`config.mk`:
```
export PLATFORM = sky130hd
export DESIGN_NAME = encoder_gate_dec
export DESIGN_NICKNAME = d
export VERILOG_FILES = /design/src/rtl/encoder_gate_dec.sv
export SDC_FILE = /design/constraint.sdc
export NUM_CORES = 1
export LEC_CHECK = 0
export CAP_MARGIN = 20
export CELL_PAD_IN_SITES_DETAIL_PLACEMENT = 0
export CELL_PAD_IN_SITES_GLOBAL_PLACEMENT = 1
export CORE_UTILIZATION = 40
export DETAILED_ROUTE_END_ITERATION = 16
export DONT_BUFFER_PORTS = 1
export MAX_ROUTING_LAYER = met4
export PLACE_DENSITY = 0.63
export SLEW_MARGIN = 20
export SYNTH_ARGS = -nofsm -noshare
export SYNTH_HDL_FRONTEND = slang
export SYNTH_SLANG_ARGS = --single-unit
```
`constraint.sdc`:
```
create_clock -name clk -period 2.45 [get_ports clk]
set_input_delay 0.735 -clock clk [delete_from_list [all_inputs] [get_ports clk]]
set_output_delay 0.735 -clock clk [all_outputs]
set_load 0.01 [all_outputs]
```
`src/rtl/encoder_gate_dec.sv`:
```
// encoder_gate_dec: 2-bit code to one-hot a/b/c line decoder with hold/gap pulse shaping.
// Optional event counter output ev_cnt enabled by macro ENCODER_GATE_DEC_EVCNT_EN.
module encoder_gate_dec #(
  parameter int HOLD_CYCLES = 4,
  parameter int GAP_CYCLES  = 1
) (
  input  logic       clk,
  input  logic       rst_n,
  input  logic [1:0] code,
  input  logic       in_valid,
  output logic       in_ready,
  output logic       a,
  output logic       b,
  output logic       c,
`ifdef ENCODER_GATE_DEC_EVCNT_EN
  output logic [7:0] ev_cnt,
`endif
  output logic       busy
);

  typedef enum logic [1:0] {
    IDLE = 2'd0,
    HOLD = 2'd1,
    GAP  = 2'd2
  } state_e;

  // out-of-range parameters are clamped into the 8-bit counter range
  localparam logic [7:0] HOLD_LD =
    (HOLD_CYCLES < 1)   ? 8'd1   :
    (HOLD_CYCLES > 255) ? 8'd255 : 8'(HOLD_CYCLES);
  localparam logic [7:0] GAP_LD =
    (GAP_CYCLES < 0)   ? 8'd0   :
    (GAP_CYCLES > 255) ? 8'd255 : 8'(GAP_CYCLES);
  localparam bit HAS_GAP = (GAP_LD != 8'd0);

  state_e     state_q, state_d;
  logic [7:0] cnt_q, cnt_d;
  logic [2:0] line_q, line_d;
  logic       busy_q, busy_d;
  logic [2:0] dec_line;
  logic       accept;
  logic       last;

  assign in_ready = (state_q == IDLE);
  assign accept   = in_valid && in_ready;
  assign last     = (cnt_q <= 8'd1);

  assign a    = line_q[2];
  assign b    = line_q[1];
  assign c    = line_q[0];
  assign busy = busy_q;

  // map the encoded value onto its one-hot output line
  always_comb begin
    dec_line = 3'b000;
    unique case (1'b1)
      (code == 2'b11): dec_line = 3'b100;
      (code == 2'b10): dec_line = 3'b010;
      (code == 2'b01): dec_line = 3'b001;
      default:         dec_line = 3'b000;
    endcase
  end

  // next-state, down-counter and registered line values
  always_comb begin
    state_d = state_q;
    cnt_d   = cnt_q;
    line_d  = line_q;
    busy_d  = busy_q;
    unique case (state_q)
      IDLE: begin
        if (accept && (code != 2'b00)) begin
          state_d = HOLD;
          cnt_d   = HOLD_LD;
          line_d  = dec_line;
          busy_d  = 1'b1;
        end
      end
      HOLD: begin
        if (last) begin
          line_d = 3'b000;
          if (HAS_GAP) begin
            state_d = GAP;
            cnt_d   = GAP_LD;
            busy_d  = 1'b1;
          end else begin
            state_d = IDLE;
            cnt_d   = 8'd0;
            busy_d  = 1'b0;
          end
        end else begin
          cnt_d = cnt_q - 8'd1;
        end
      end
      GAP: begin
        line_d = 3'b000;
        if (last) begin
          state_d = IDLE;
          cnt_d   = 8'd0;
          busy_d  = 1'b0;
        end else begin
          cnt_d = cnt_q - 8'd1;
        end
      end
      default: begin
        state_d = IDLE;
        cnt_d   = 8'd0;
        line_d  = 3'b000;
        busy_d  = 1'b0;
      end
    endcase
  end

  // FSM state, counter and output registers
  always_ff @(posedge clk or negedge rst_n) begin
    if (!rst_n) begin
      state_q <= IDLE;
      cnt_q   <= 8'd0;
      line_q  <= 3'b000;
      busy_q  <= 1'b0;
    end else begin
      state_q <= state_d;
      cnt_q   <= cnt_d;
      line_q  <= line_d;
      busy_q  <= busy_d;
    end
  end

`ifdef ENCODER_GATE_DEC_EVCNT_EN
  logic [7:0] ev_q, ev_d;

  assign ev_cnt = ev_q;

  // saturating count of accepted non-zero codes
  always_comb begin
    ev_d = ev_q;
    if (accept && (code != 2'b00) && (ev_q != 8'hFF)) begin
      ev_d = ev_q + 8'd1;
    end
  end

  // event counter register
  always_ff @(posedge clk or negedge rst_n) begin
    if (!rst_n) begin
      ev_q <= 8'd0;
    end else begin
      ev_q <= ev_d;
    end
  end
`endif

`ifndef SYNTHESIS
  // decoded lines stay mutually exclusive
  a_onehot: assert property (
    @(posedge clk) disable iff (!rst_n) $onehot0(line_q));

  // the counter is never empty while the FSM is active
  a_no_wrap: assert property (
    @(posedge clk) disable iff (!rst_n)
    (state_q != IDLE) |-> (cnt_q != 8'd0));

  // lines are only driven while holding
  a_line_hold: assert property (
    @(posedge clk) disable iff (!rst_n)
    (line_q != 3'b000) |-> (state_q == HOLD));
`endif

endmodule

```
==> flow_summary.json <==
{
  "status": "finished, final reports clean",
  "layout-drive-gt1-share_pct": 21.7,
  "vdd_drop_max_mv": 0.651,
  "synth_most_common_cell": "dfrtp_1",
  "syn2layout_area_growth_pct": 6.75,
  "io_pins": 10,
  "cts_buffers": 3,
  "tightest_slew_ns": 0.533,
  "synth_top_area_share_pct": 42.9,
  "postCtsHoldBufs": 0,
  "syn_area_sq_um": 816,
  "insertedDiodeCount": 0,
  "path_depth": 1,
  "clkSlewWorstSetupHoldPaths_ns": 0.08,
  "dr.pass1.iters": 4,
  "nets": 91,
  "htreeDepth": 1,
  "crit_arrival_ns": 1.29,
  "rsz0062_at_grt": "false",
  "clk_latency_ns": 0.28,
  "dp_hpwl_mm": 1.12,
  "hold_slack_ns": 0.133,
  "r2r_end": "line_q[0]$_DFFE_PN0P_",
  "drt_iter0_drc": 24,
  "critPathBufInv": 0,
  "period_minus_slack_ns": 2.03,
  "fin_area_sq_um": 871,
  "cts_root_buffer": "clkbuf_4",
  "synth_ff_type": "dfrtp_1",
  "p_leak_nw": 0.378,
  "path_cells": "nor2_1",
  "wl_per_cell_um": 14.3,
  "grt_overflow": 0,
  "wl_mm": 1.54,
  "synthTopCellsByCount": "14 x dfrtp_1, 8 x a21oi_1, 6 x nor2_1, 5 x inv_1",
  "place.gp.congestion": 0.757,
  "crit_family": "flip-flops",
  "p_total_mw": 1.36,
  "multi_input_comb_area_sq_um": 434,
  "skew_ns": 0.000258,
  "routed_via_density": 5.64,
  "yosys.area.top_type": "dfrtp_1",
  "cp_slowest_cell": "dfrtp_1",
  "regArea_sq_um": 350,
  "path_class": "register to primary output",
  "drv_cap": 0,
  "r2r-start": "cnt_q[0]$_DFFE_PN0P_",
  "relSlewSlack_pct": 64.3,
  "finalSetupViolations": 0,
  "num_vias": 609,
  "grt_pass1_vias": 542,
  "regToRegSetupSlack_ns": 0.48,
  "fin_tns_setup_ns": 0,
  "end_kind": "primary output",
  "avgSynthCellArea_sq_um": 10.1,
  "fin_crit_sh_pct": 82.7,
  "grt_pass1_wl_mm": 2.49,
  "cp_data_required_time_ns": 1.71,
  "reg2reg_depth": 6,
  "maxSlewViolCount": 0,
  "ys_types": 35,
  "fp.dieW_um": 47.2,
  "die_area_sq_mm": 0.00222,
  "cts_tree": "done",
  "syn_inst": 81,
  "port_buffers": 0,
  "fill_cells": 186,
  "async_flop_share_pct": 100,
  "clock_sinks": 14,
  "placed_cells": 104,
  "cts_setup_buffers": 0,
  "synth.net_count": 88,
  "p_per_area_mw_per_mm2": 1560,
  "synth-seq-cells": 14,
  "instances_no_fill": 108,
  "hold_class": "input port to asynchronous set/reset pin",
  "synth-edff-count": 0,
  "hold_violations": 0,
  "coreArea_sq_mm": 0.00182,
  "start_util_pct": 44.8,
  "dpl-instance-area_sq_um": 835,
  "cts_buffer_depth": 2,
  "grt_util_all_layers_pct": 17.2,
  "rows": 15,
  "yosysSeqAreaShare_pct": 42.9,
  "drc": 0,
  "synth_area_leaders": "dfrtp_1 43%, a21oi_1 4.9%, mux2_2 4.1%",
  "antenna_found_initial": 0,
  "crit_fanout": 11,
  "grt_max_degree": 15,
  "die_h_um": 47.2,
  "synth.yosys.warnings": 0,
  "ant_nets": 0,
  "ctsResizeCount": 0,
  "start_kind": "register",
  "max_stage_delay_ns": 0.52,
  "max_freq_ghz": 0.493
}
## state kept, by name (all words and copies together) (netlist names)
signal,count
line_q,3
cnt_q,8
state_q,2
busy,1
## how the worst max path moves through the flow
stage                            from               endpoint
2_1_floorplan                 code[0]  line_q[0]$_DFFE_PN0P_
3_3_place_gp                  code[0]  line_q[0]$_DFFE_PN0P_
3_5_place_dp                  code[0]  line_q[1]$_DFFE_PN0P_
4_1_cts        state_q[0]$_DFFE_PN0P_               in_ready
5_1_grt          cnt_q[0]$_DFFE_PN0P_  line_q[0]$_DFFE_PN0P_
6_report       state_q[0]$_DFFE_PN0P_               in_ready
## where the power goes
group / switching [mW] / internal (mW) / leakage [nW]
sequential: 0.137 / 0.332 / 0.177
combinational: 0.394 / 0.330 / 0.180
clock: 0.0772 / 0.0906 / 0.0210
total: 0.608 / 0.753 / 0.378
## logic make-up (layout without fill, tap and decap cells)
family | after synthesis | in the layout | synth area share (%)
DFF | 14 | 14 | 42.9
muxes | 3 | 3 | 4.14
and+or+nand+nor | 28 | 28 | 21.0
buffers and inverters | 7 | 9 | 3.83
adders and majority gates | 2 | 2 | 3.07
AOI/OAI and AO/OA | 26 | 26 | 23.0
xor gates and xnor gates | 1 | 1 | 1.99
## layout by cell type, fill, tap and decap left out, drive strengths merged, types with 4 or more instances in the layout
| cell type | n |
|---|---|
| clkbuf | 4 |
| a21oi | 8 |
| o21ai | 6 |
| nor3 | 4 |
| inv | 5 |
| dfrtp | 14 |
| nor2 | 6 |
## per-layer routing
layer | GRT usage [%] | vias up | routed length [um]
met4 | 3.43 | 0 | 8
li1 | - | 303 | -
met1 | 24.6 | 295 | 760
met5 | - | - | 0
met2 | 22.8 | 9 | 697
met3 | 6.92 | 2 | 72
## per-stage QoR
step / worst slack, ns / util [%]
after global routing: 0.364 / 47.8
final: 0.423 / 47.8
after detailed placement: 0.398 / 45.8
after floorplan: 0.605 / -
after global placement: 0.380 / 45.8
after CTS: 0.424 / 47.8
## final cells by class
class,count,share of cell area [%]
well taps,25,3.59
flip-flops and latches,14,40.2
inverters,5,2.16
clock buffers,4,4.17
multi-input cells,60,49.9
Power figures use the tool's default switching activity.
==> patch 1 (same settings) <==
Re-encode `state_e` (3 states) as one-hot, 3 bits wide.
--- a/src/rtl/encoder_gate_dec.sv
+++ b/src/rtl/encoder_gate_dec.sv
@@ -18,10 +18,10 @@
   output logic       busy
 );
 
-  typedef enum logic [1:0] {
-    IDLE = 2'd0,
-    HOLD = 2'd1,
-    GAP  = 2'd2
+  typedef enum logic [2:0] {
+    IDLE = 3'b001,
+    HOLD = 3'b010,
+    GAP  = 3'b100
   } state_e;
 
   // out-of-range parameters are clamped into the 8-bit counter range
Function: no difference found for any inputs over 10 cycles, from zero or initial values and one cycle with rst_n low; not proved beyond that.
==> patch 1 against the original RTL <==
  * Worst hold slack got worse by 0.0023 ns
  * Wire length up 10%
  * Worst setup slack got worse by 0.16 ns
  * Area after synthesis rose by 8.1%
  * Synthesized cell count rose by 4.9%
  * Power shrank 6.8%
  * Sequential cell count rose by 1
  * Cell count increased by 6.5%
  * Cell area increased by 8.3%
  * Clock skew is 0.0061 ns higher
  * Largest power group unchanged
  * Highest routed layer unchanged
==> patch 1: results (changes against the original RTL) <==
outcome:
  status: "finished, final reports clean"
place:
  dp_slack_ns: 0.272  # -0.126 ns
  dp_hpwl_um: 1250  # +12%
  dpl_cell_area_um2: 917  # +9.9%
critical_path:
  cpMaxStageDelayCell: "or4_4"
  path_max_fanout: 6  # -5
  rr_startpoint: "cnt_q[4]$_DFFE_PN0P_"
  worst_r2r_path_depth: 4  # -2
  r2r_slack_ns: 0.26  # -0.22 ns
  rr_endpoint: "busy$_DFFE_PN0P_"
  cp.arrival_ns: 2.36  # +1.07 ns
yosys:
  yosysUniqueCellTypes: 40  # +14%
  syn_area_per_cell_um2: 10.4  # +3.0%
  synth.net_count: 92  # +4.5%
sta:
  worst_slew_pin_slew_ns: 0.547  # +0.0135 ns
global_route:
  global_route.usage.met2_pct: 24.8  # +2.0 points
  use_met3_pct: 4.98  # -1.9 points
power:
  p_per_area_nw_per_um2: 1340  # -14%
  max-vdd-ir-drop_v: 0.000579  # -11%
  seqPwrFrac_pct: 36.3  # +1.8 points
route:
  wl_met3_um: 68  # -5.6%
  drt-met1-wl_um: 846  # +11%
  vias: 616  # +1.1%
  first_iter_violations: 8  # -67%
final_layout:
  stdcell_count: 115  # +6.5%
patch 1: changes by cell type after synthesis, sizes merged, moves of 3 or more:
cell / before / now
nor3: 4 / 1
clkbuf: 0 / 3
o21ai: 6 / 2
xnor2: 0 / 4
mux2i: 0 / 3
patch 1: area by class of cell:
class,instances,area [um2],share of cell area [%]
repair buffers,4,30.0,3.18
flip-flops and latches,15,377,39.9
well taps,27,33.8,3.58
clock buffers,4,26.3,2.79
inverters,3,11.3,1.19
multi-input cells,62,465,49.3
patch 1: cell families (layout without fill, tap and decap cells):
logic type,count (synthesis),in the layout,share of synthesized area [%]
flops,15,15,42.7
fa+ha+maj,2,2,2.84
compound gates,20,20,19.2
buf+inv,8,11,4.54
simple gates,31,31,20.7
xor+xnor,5,5,4.96
mux,4,4,5.11
patch 1: critical path: cells and delay by family, from the launching register on:
kind / cells / cell delay (ns)
compound gates: 1 / 0.27
flops: 1 / 0.42
mux: 1 / 0.31
simple gates: 2 / 1.08
patch 1: worst max-delay path by stage:
stage / slack [ns] / cells past startpoint / endpoint / start
after CTS: 0.27 / 4 / busy$_DFFE_PN0P_ / cnt_q[4]$_DFFE_PN0P_
after global routing: 0.20 / 4 / busy$_DFFE_PN0P_ / cnt_q[4]$_DFFE_PN0P_
after floorplan: 0.40 / 5 / busy$_DFFE_PN0P_ / cnt_q[4]$_DFFE_PN0P_
after global placement: 0.31 / 4 / busy$_DFFE_PN0P_ / cnt_q[4]$_DFFE_PN0P_
final: 0.26 / 4 / busy$_DFFE_PN0P_ / cnt_q[4]$_DFFE_PN0P_
after detailed placement: 0.27 / 4 / busy$_DFFE_PN0P_ / cnt_q[4]$_DFFE_PN0P_
==> patch 2 (config.mk and constraints unchanged) <==
Made on the original files. Build with the macro `ENCODER_GATE_DEC_EVCNT_EN` defined.
--- a/src/rtl/encoder_gate_dec.sv
+++ b/src/rtl/encoder_gate_dec.sv
@@ -1,5 +1,7 @@
 // encoder_gate_dec: 2-bit code to one-hot a/b/c line decoder with hold/gap pulse shaping.
 // Optional event counter output ev_cnt enabled by macro ENCODER_GATE_DEC_EVCNT_EN.
+`define ENCODER_GATE_DEC_EVCNT_EN
+
 module encoder_gate_dec #(
   parameter int HOLD_CYCLES = 4,
   parameter int GAP_CYCLES  = 1
Behaviour (old outputs only; new: ev_cnt): unchanged (equiv_simple and equiv_induct, registers matched by name and starting in step).
==> patch 2 against the original RTL <==
  * The flow now finishes with violations (design-rule violations)
  * Sequential cell count up 8
  * Wire length is 42% higher
  * Area after synthesis is 50% higher
  * Cell area grew 45%
  * First-iteration DRC count shrank 13%
  * Worst setup slack improved by 0.018 ns
  * Die area grew 48%
  * Critical path depth increased by 5
  * Largest cell class unchanged
  * Highest routed layer unchanged
Power is left out: it rests on default switching activity, and per cell area and clock period it moved more than threefold.
==> patch 2: results (changes against the original RTL) <==
yosys:
  async_flop_share_pct: 100  # unchanged
  synth_compound_area_share_pct: 16.2  # -6.9 points
  synth_warnings: 0  # unchanged
  synthAdderAreaFrac_pct: 3.07  # unchanged
  synth_cells: 113  # +40%
  synth.area.top_cells: "dfrtp_1 45%, nand2_1 4.9%, xor2_1 3.6%"
  yosysUniqueCellTypes: 45  # +29%
  synth_xor_area_share_pct: 5.73  # +3.7 points
  muxShareOfSynthArea_pct: 2.76  # -1.4 points
  synth-seq-area-share_pct: 45.0  # +2.0 points
  synthFlopType: "dfrtp_1"
  yosys.cell_count.top_type: "dfrtp_1"
  synthTopCellsByCount: "22 x dfrtp_1, 16 x nand2_1, 5 x nor2_1, 5 x xor2_1, 4 x a31oi_1"
critical_path:
  rr_endpoint: "cnt_q[6]$_DFFE_PN0P_"
  rr_startpoint: "cnt_q[0]$_DFFE_PN0P_"
  worst_r2r_path_depth: 6  # unchanged
  endpoint: "cnt_q[6]$_DFFE_PN0P_"
  path_max_fanout: 12  # +1
  crit_type: "flop to flop"
  r2r_slack_ns: 0.44  # -0.04 ns
  cp.arrival_ns: 2.25  # +0.96 ns
clock_tree:
  htree_levels: 1  # unchanged
  cts.path.max_buffers: 2  # unchanged
  cts_setup_buffers: 0  # unchanged
  cts_hold_buf: 0  # unchanged
  clk_latency_ns: 0.31  # +0.03 ns
  cts-resized-gates: 0  # unchanged
  cts_made_buffers: 3  # unchanged
  clkSlewWorstSetupHoldPaths_ns: 0.12  # +0.04 ns
  root_buffer: "clkbuf_4"
place:
  dpl_cell_area_um2: 1240  # +49%
  dp_hpwl_um: 1610  # +44%
  portBuffers: 0  # unchanged
  place_congestion: 0.796  # +5.2%
  placedCellCount: 142  # +37%
sta:
  skew_ns: 0.00367  # +0.00341 ns
  slew_headroom_pct: 59.8  # -4.5 points
final_layout:
  drive_gt1_share_pct: 17.5  # -4.1 points
  final_nets: 124  # +36%
  antennaDiodeCount: 0  # unchanged
  final_util_pct: 44.8  # -3.1 points
outcome:
  status: "finished with violations"
  violations: "design-rule violations"
global_route:
  grt_max_degree: 23  # +8
  grt_pass1_vias: 827  # +53%
  grt_pass1_wl_um: 3990  # +60%
  grt_use_total_pct: 16.6  # -0.62 points
  antenna_found_initial: 0  # unchanged
route:
  vias_per_cell: 5.86  # +3.8%
  drc: 1  # +1
  first_iter_violations: 21  # -13%
  firstDrtPassIters: 10  # +6
  wl_per_cell_um: 15.1  # +5.8%
  vias: 849  # +39%
worst_hold_path:
  hold_path.class: "input port to async pin"
flow_run:
  maxCapViolCount: 0  # unchanged
## patch 2: kinds of logic (layout without fill, tap and decap cells)
group / after synthesis / after routing
adders and majority gates: 3 / 3
muxes: 3 / 3
buffers and inverters: 6 / 7
xor gates and xnor gates: 8 / 8
and+or+nand+nor: 48 / 48
AOI/OAI and AO/OA: 23 / 23
DFF: 22 / 22
## patch 2: area by class of cell
class | instances | area [um2]
multi-input cells | 85 | 634
clock buffers | 3 | 22.5
flip-flops and latches | 22 | 551
inverters | 4 | 20.0
well taps | 31 | 38.8
fillers | 268 | 1560
## patch 2: worst min path at each step
stage	startpoint	to	slack [ns]	cells past startpoint
final	rst_n	cnt_q[3]$_DFFE_PN0P_	0.10	0
after CTS	rst_n	line_q[0]$_DFFE_PN0P_	0.09	0
after global routing	rst_n	cnt_q[5]$_DFFE_PN0P_	0.08	0
after detailed placement	rst_n	line_q[2]$_DFFE_PN0P_	0.44	0
after global placement	rst_n	line_q[2]$_DFFE_PN0P_	0.44	0
after floorplan	rst_n	busy$_DFFE_PN0P_	0.44	0
## patch 2: per-stage QoR
stage	setup slack, ns	hold slack [ns]
2_1_floorplan	0.823	0.439
3_3_place_gp	0.544	0.440
3_5_place_dp	0.486	0.440
4_1_cts	0.444	0.0863
5_1_grt	0.179	0.0775
6_report	0.441	0.102
## patch 2: per-layer routing
metal | up-vias | share of wire (%) | track usage, %
met3 | 4 | 4.7 | 2.27
li1 | 413 | - | -
met1 | 409 | 52 | 24.4
met5 | - | 0 | -
met2 | 23 | 41 | 22.7
met4 | 0 | 1.8 | 7.32
## patch 2: worst max-delay path: stages, from the launching register on
cell	delay, ns
dfrtp_1	0.45
inv_1	0.07
ha_1	0.26
or2_1	0.28
a31oi_2	0.54
a41oi_1	0.19
a31oi_1	0.16
